==> src/rtl/imem_loader.sv <==
// imem_loader: writer side of the instruction memory.
//
// Accepts a program image as a byte stream (valid/ready), assembles
// little-endian 32-bit words and issues one-cycle word writes into IMEM.
// The first four bytes of an image are the word count N. The core is held
// stalled until the whole image has been written.
//
// Ports:
//   clk, rst_n             clock (rising edge), asynchronous active-low reset
//   start                  one-cycle pulse, starts a load from IDLE/DONE/ERR
//   byte_valid, byte_data  host byte stream
//   byte_ready             loader accepts a byte this cycle (LEN/DATA only)
//   imem_we                one-cycle IMEM write strobe
//   imem_addr              byte address of the write (bits [1:0] always 0)
//   imem_wdata             instruction word being written
//   busy                   load in progress (LEN/DATA/WRITE)
//   load_done              image fully written
//   load_err               declared length exceeds IMEM capacity
//   cpu_hold               core stall request (low only in DONE)
module imem_loader #(
  parameter int unsigned INST_WIDTH_LENGTH = 32,
  parameter int unsigned PC_WIDTH_LENGTH   = 32,
  parameter int unsigned MAX_MEM_DEPTH_BIT = 18
) (
  input  logic                         clk,
  input  logic                         rst_n,
  input  logic                         start,
  input  logic                         byte_valid,
  input  logic [7:0]                   byte_data,
  output logic                         byte_ready,
  output logic                         imem_we,
  output logic [PC_WIDTH_LENGTH-1:0]   imem_addr,
  output logic [INST_WIDTH_LENGTH-1:0] imem_wdata,
  output logic                         busy,
  output logic                         load_done,
  output logic                         load_err,
  output logic                         cpu_hold
);

  // Word index width: capacity is 2^IDX_W words, indices 0 .. 2^IDX_W-1.
  localparam int unsigned IDX_W = MAX_MEM_DEPTH_BIT - 1;
  localparam logic [INST_WIDTH_LENGTH-1:0] CAP_WORDS =
    INST_WIDTH_LENGTH'(1) << IDX_W;

  typedef enum logic [2:0] {
    S_IDLE,
    S_LEN,
    S_DATA,
    S_WRITE,
    S_DONE,
    S_ERR
  } state_t;

  state_t                       state_q;
  logic [1:0]                   byte_cnt_q;
  logic [IDX_W-1:0]             word_idx_q;
  logic [INST_WIDTH_LENGTH-1:0] len_q;
  logic [INST_WIDTH_LENGTH-1:0] asm_q;
  logic                         byte_ready_q;
  logic                         imem_we_q;
  logic [PC_WIDTH_LENGTH-1:0]   imem_addr_q;
  logic [INST_WIDTH_LENGTH-1:0] imem_wdata_q;
  logic                         busy_q;
  logic                         load_done_q;
  logic                         load_err_q;
  logic                         cpu_hold_q;

  logic                         accept;
  logic [INST_WIDTH_LENGTH-1:0] word_d;
  logic                         last_word;

  assign accept = byte_valid && byte_ready_q;

  // Shift bytes in from the top so the first accepted byte ends up in [7:0].
  assign word_d = {byte_data, asm_q[INST_WIDTH_LENGTH-1:8]};

  assign last_word = (INST_WIDTH_LENGTH'(word_idx_q) == (len_q - INST_WIDTH_LENGTH'(1)));

  always_ff @(posedge clk or negedge rst_n) begin
    if (!rst_n) begin
      state_q      <= S_IDLE;
      byte_cnt_q   <= '0;
      word_idx_q   <= '0;
      len_q        <= '0;
      asm_q        <= '0;
      byte_ready_q <= 1'b0;
      imem_we_q    <= 1'b0;
      imem_addr_q  <= '0;
      imem_wdata_q <= '0;
      busy_q       <= 1'b0;
      load_done_q  <= 1'b0;
      load_err_q   <= 1'b0;
      cpu_hold_q   <= 1'b1;
    end else begin
      imem_we_q <= 1'b0;
      unique case (state_q)
        S_IDLE, S_DONE, S_ERR: begin
          if (start) begin
            state_q      <= S_LEN;
            byte_cnt_q   <= '0;
            word_idx_q   <= '0;
            len_q        <= '0;
            byte_ready_q <= 1'b1;
            busy_q       <= 1'b1;
            load_done_q  <= 1'b0;
            load_err_q   <= 1'b0;
            cpu_hold_q   <= 1'b1;
          end
        end

        S_LEN: begin
          if (accept) begin
            asm_q      <= word_d;
            byte_cnt_q <= byte_cnt_q + 2'd1;
            if (byte_cnt_q == 2'd3) begin
              len_q <= word_d;
              if (word_d == '0) begin
                state_q      <= S_DONE;
                byte_ready_q <= 1'b0;
                busy_q       <= 1'b0;
                load_done_q  <= 1'b1;
                cpu_hold_q   <= 1'b0;
              end else if (word_d > CAP_WORDS) begin
                state_q      <= S_ERR;
                byte_ready_q <= 1'b0;
                busy_q       <= 1'b0;
                load_err_q   <= 1'b1;
              end else begin
                state_q <= S_DATA;
              end
            end
          end
        end

        S_DATA: begin
          if (accept) begin
            asm_q      <= word_d;
            byte_cnt_q <= byte_cnt_q + 2'd1;
            if (byte_cnt_q == 2'd3) begin
              // Strobe is registered so the write cycle is the WRITE state itself.
              state_q      <= S_WRITE;
              byte_ready_q <= 1'b0;
              imem_we_q    <= 1'b1;
              imem_wdata_q <= word_d;
              imem_addr_q  <= PC_WIDTH_LENGTH'({word_idx_q, 2'b00});
            end
          end
        end

        S_WRITE: begin
          if (last_word) begin
            state_q     <= S_DONE;
            busy_q      <= 1'b0;
            load_done_q <= 1'b1;
            cpu_hold_q  <= 1'b0;
          end else begin
            state_q      <= S_DATA;
            word_idx_q   <= word_idx_q + IDX_W'(1);
            byte_ready_q <= 1'b1;
          end
        end

        default: begin
          state_q <= S_IDLE;
        end
      endcase
    end
  end

  assign byte_ready = byte_ready_q;
  assign imem_we    = imem_we_q;
  assign imem_addr  = imem_addr_q;
  assign imem_wdata = imem_wdata_q;
  assign busy       = busy_q;
  assign load_done  = load_done_q;
  assign load_err   = load_err_q;
  assign cpu_hold   = cpu_hold_q;

endmodule
==> config.mk <==
export PLATFORM = sky130hd
export DESIGN_NAME = imem_loader
export DESIGN_NICKNAME = d
export VERILOG_FILES = /design/src/rtl/imem_loader.sv
export SDC_FILE = /design/constraint.sdc
export NUM_CORES = 1
export LEC_CHECK = 0
export CAP_MARGIN = 30
export CORE_ASPECT_RATIO = 1.2
export CORE_UTILIZATION = 50
export CTS_BUF_LIST = sky130_fd_sc_hd__clkbuf_16
export CTS_CLUSTER_DIAMETER = 60
export DETAILED_ROUTE_END_ITERATION = 8
export PLACE_DENSITY = 0.8
export SLEW_MARGIN = 15
export SYNTH_ARGS = -nofsm -noshare
export SYNTH_HDL_FRONTEND = slang
export SYNTH_SLANG_ARGS = --single-unit
==> constraint.sdc <==
create_clock -name clk -period 2.8 [get_ports clk]
set_input_delay 0.56 -clock clk [delete_from_list [all_inputs] [get_ports clk]]
set_output_delay 0.56 -clock clk [all_outputs]
set_load 0.01 [all_outputs]
==> flow_summary.yaml <==
status:
  run_status: "complete, but fails checks"
  failed_checks: "negative setup slack"
clock_tree:
  clk_pin_slew_worst_paths_ns: 0.06
  cts_inserted_buffers: 17
  cts.root.buffer_cell: "clkbuf_16"
  clk-insertion-delay-late_ns: 0.41
  cts_hold_buf: 0
  clock_path_buffers: 2
  clock_h_tree_levels: 4
  tritoncts: "done"
  numClockSinks: 133
global_route:
  gr-total-overflow: 0
  grt_use_total_pct: 26.8
  global_route_wire_length_before_repair_um: 27600
  first_global_vias: 5474
  grt_start_max_net_pins: 53
  initial_antenna_violation_count: 0
setup_path:
  critical_path.most_common_cell: "buf_4"
  critical_path_arrival_ns: 3.39
  path_depth_of_the_worst_reg2reg_path: 16
  crit_path_end: "word_idx_q[9]"
  critical_path.cell_chain: "inv_2 > ha_4 > buf_4 > nor3b_2 > buf_4 > nand2_1 > or4_4 > a21oi_2 > nand4_1 > buf_4 > nor4_4 > buf_4 > buf_12 > buf_12 > or3_1 > a21oi_1"
  worstSetupStartpoint: "len_q[0]"
  worst-setup-path-type: "reg -> reg"
  regToRegStartpoint: "len_q[0]"
  cp_slowest_cell: "or4_4"
  worstPathMaxFanout: 8
  max_stage_delay_ns: 0.49
  end_kind: "flop"
  r2r-end: "word_idx_q[9]"
  regToRegSetupSlack_ns: -0.34
  worst_path_required_time_ns: 3.05
  start_kind: "flop"
drt:
  wire_per_inst_um: 17.9
  drt-total-wl_um: 17400
  detailedRoute.firstPassIterationCount: 5
  dr_total_vias: 5548
  detail_route.drc_violations: 0
  routed_via_density: 5.73
  drtAntennaViolNets: 0
  drt-initial-drc-count: 336
logic_synthesis:
  synth.distinct_cells: 57
  mappedNetlistArea_mm2: 0.00634
  syn_area_per_cell_um2: 9.67
  yosys_warnings: 0
  asyncSetResetFlopFracSynth_pct: 100
  synthCells: 656
  seq_area_frac_synth_pct: 52.5
  main_synth_ff_type: "dfrtp_1"
  synth-seq-cells: 133
  edff_count_synth: 0
floorplan:
  rows: 44
  fp.dieW_um: 105
  floorplan.initialDensity_pct: 51.9
  coreArea_mm2: 0.0122
  die-area_mm2: 0.0131
  floorplan.die.height_um: 125
  ioPinCount: 82
sta:
  final_critical_path_setup_slack_ns: -0.340
  clock.fmax_mhz: 318
  timing.final.max_slew_violations: 0
  rsz0062_at_grt: "true"
  hold_viol: 0
  finClkSkew_ns: 0.00723
  worst_hold_slack_ns: 0.0355
  max_slew.worst_pin.slew_ns: 0.963
  time_the_worst_path_needs_with_i_o_delays_and_setup_ns: 3.14
  number_of_setup_violations_in_the_final_report: 23
  slew-limit-headroom_pct: 35.8
  fin_crit_sh_pct: 112
placement:
  placedCellCount: 923
  place_area_mm2: 0.00760
  total_half_perimeter_wirelength_after_legalization_and_detailed_placement_um: 11900
  gp_congestion: 0.861
  placement.io_buffers: 66
  place_ws_ns: -0.295
layout:
  design_area_mm2: 0.00850
  final_common_cell: "nand2_1"
  drive_above_1_share_pct: 22.4
  antenna_cells: 0
  layout.cells.most_common_list: "171 x nand2_1, 132 x dfrtp_1, 77 x buf_4"
  finalNonFillerCells: 969
  areaGrowthSynthToFinish_pct: 33.9
  layout.nets: 811
power:
  power_leakage_nw: 4.00
  power.ir.vdd_worst_uv: 483
  power.density_cell_area_mw_per_mm2: 1030
  fin_total_pwr_mw: 8.75
worst_hold_path:
  min-delay-path-class: "in -> async"
job:
  timing.max_cap.violations: 0
## cell families (layout without fill, tap and decap cells)
kind of cell             after synthesis  count (layout)  synth area share [%]
AO/OA/AOI/OAI                        102             102                  11.1
XOR/XNOR                              27              27                  3.73
adder cells (fa/ha/maj)                3               3                 0.592
buffers and inverters                 58             196                  4.54
flip-flops                           133             133                  52.5
multiplexers                          27              27                  4.77
other                                  1              15                0.0591
AND/OR/NAND/NOR                      305             305                  22.7
## timing repair
| action | 4_1_cts | 5_1_grt |
|---|---|---|
| resized for setup | 26 | 19 |
| pin swaps | 24 | 13 |
| gates cloned | 3 | 0 |
| endpoints found under the setup margin | 23 | 23 |
| buffers inserted | 9 | 7 |
## synth_stat cells (2+ instances only)
master / instances / area (um^2)
a21o_1: 2 / 15.0
a21oi_1: 17 / 85.1
a21oi_2: 2 / 17.5
a22o_1: 26 / 228
a31oi_1: 4 / 25.0
a32o_1: 2 / 20.0
and3_1: 11 / 68.8
buf_2: 2 / 10.0
buf_4: 16 / 120
clkbuf_1: 25 / 93.8
dfrtp_1: 132 / 3300
ha_1: 3 / 37.5
inv_1: 13 / 48.8
mux2_1: 2 / 22.5
mux2_2: 24 / 270
nand2_1: 171 / 642
nand3_1: 18 / 90.1
nand3b_1: 3 / 22.5
nand4_1: 14 / 87.6
nor2_1: 19 / 71.3
nor2b_1: 2 / 12.5
nor3_1: 15 / 75.1
nor4_1: 21 / 131
o211ai_1: 4 / 30.0
o21a_1: 3 / 22.5
o21ai_0: 23 / 115
o21ai_1: 3 / 15.0
o21bai_1: 2 / 15.0
o31ai_1: 5 / 37.5
or3_1: 15 / 93.8
or4_1: 6 / 45.0
xnor2_1: 20 / 175
xor2_1: 7 / 61.3
## worst max-delay path, delay by kind of cell, from the launching register on
family	cells	cell delay, ns
AOI/OAI and AO/OA	2	0.22
adders and majority gates	1	0.14
buffers and inverters	7	0.97
DFF	1	0.44
and+or+nand+nor	6	1.21
## area by class of cell
class                   instances  area [um^2]
fillers                       915         3720
repair buffers                152         1390
inverters                      13         48.8
flip-flops and latches        133         3330
well taps                     161          201
multi-input cells             479         2960
clock inverters                14          138
clock buffers                  17          425
## stage by stage
| stage | util, % | TNS, ns |
|---|---|---|
| finish | 69.5 | -5.52 |
| global route | 69.5 | -8.39 |
| CTS | 68.9 | -3.69 |
| detailed placement | 62.2 | -5.68 |
| global placement | 62.2 | -3.74 |
| floorplan | - | -0.628 |
## sequential cells by signal (all words and copies together), names as in the netlist
signal / flops
load_err: 1
word_idx_q: 17
len_q: 32
busy: 1
cpu_hold: 1
imem_we: 1
imem_wdata: 32
imem_addr: 17
byte_ready: 1
byte_cnt_q: 2
asm_q: 24
load_done: 1
state_q: 3
## power breakdown
group / switching, mW / internal (mW)
logic: 1.79 / 1.88
clock network: 0.826 / 1.30
registers: 0.583 / 2.37
total: 3.20 / 5.55
## per-layer routing
metal,vias up,global-route usage [%],part of all wire (%)
li1,2555,-,-
met1,2755,32.7,41
met2,196,46.9,52
met3,42,5.21,4.6
met4,0,10.4,3.2
met5,-,0,0
## how the worst min path moves through the flow
stage / start / endpoint / slack (ns) / cells after the start
floorplan: rst_n / asm_q[10] / 0.26 / 0
finish: rst_n / len_q[15] / 0.04 / 1
global placement: rst_n / len_q[15] / 0.46 / 1
global route: rst_n / imem_wdata[20] / 0.04 / 1
CTS: rst_n / imem_wdata[19] / 0.03 / 1
detailed placement: imem_wdata[10] / imem_wdata[10] / 0.46 / 2
Power figures use the tool's default switching activity.
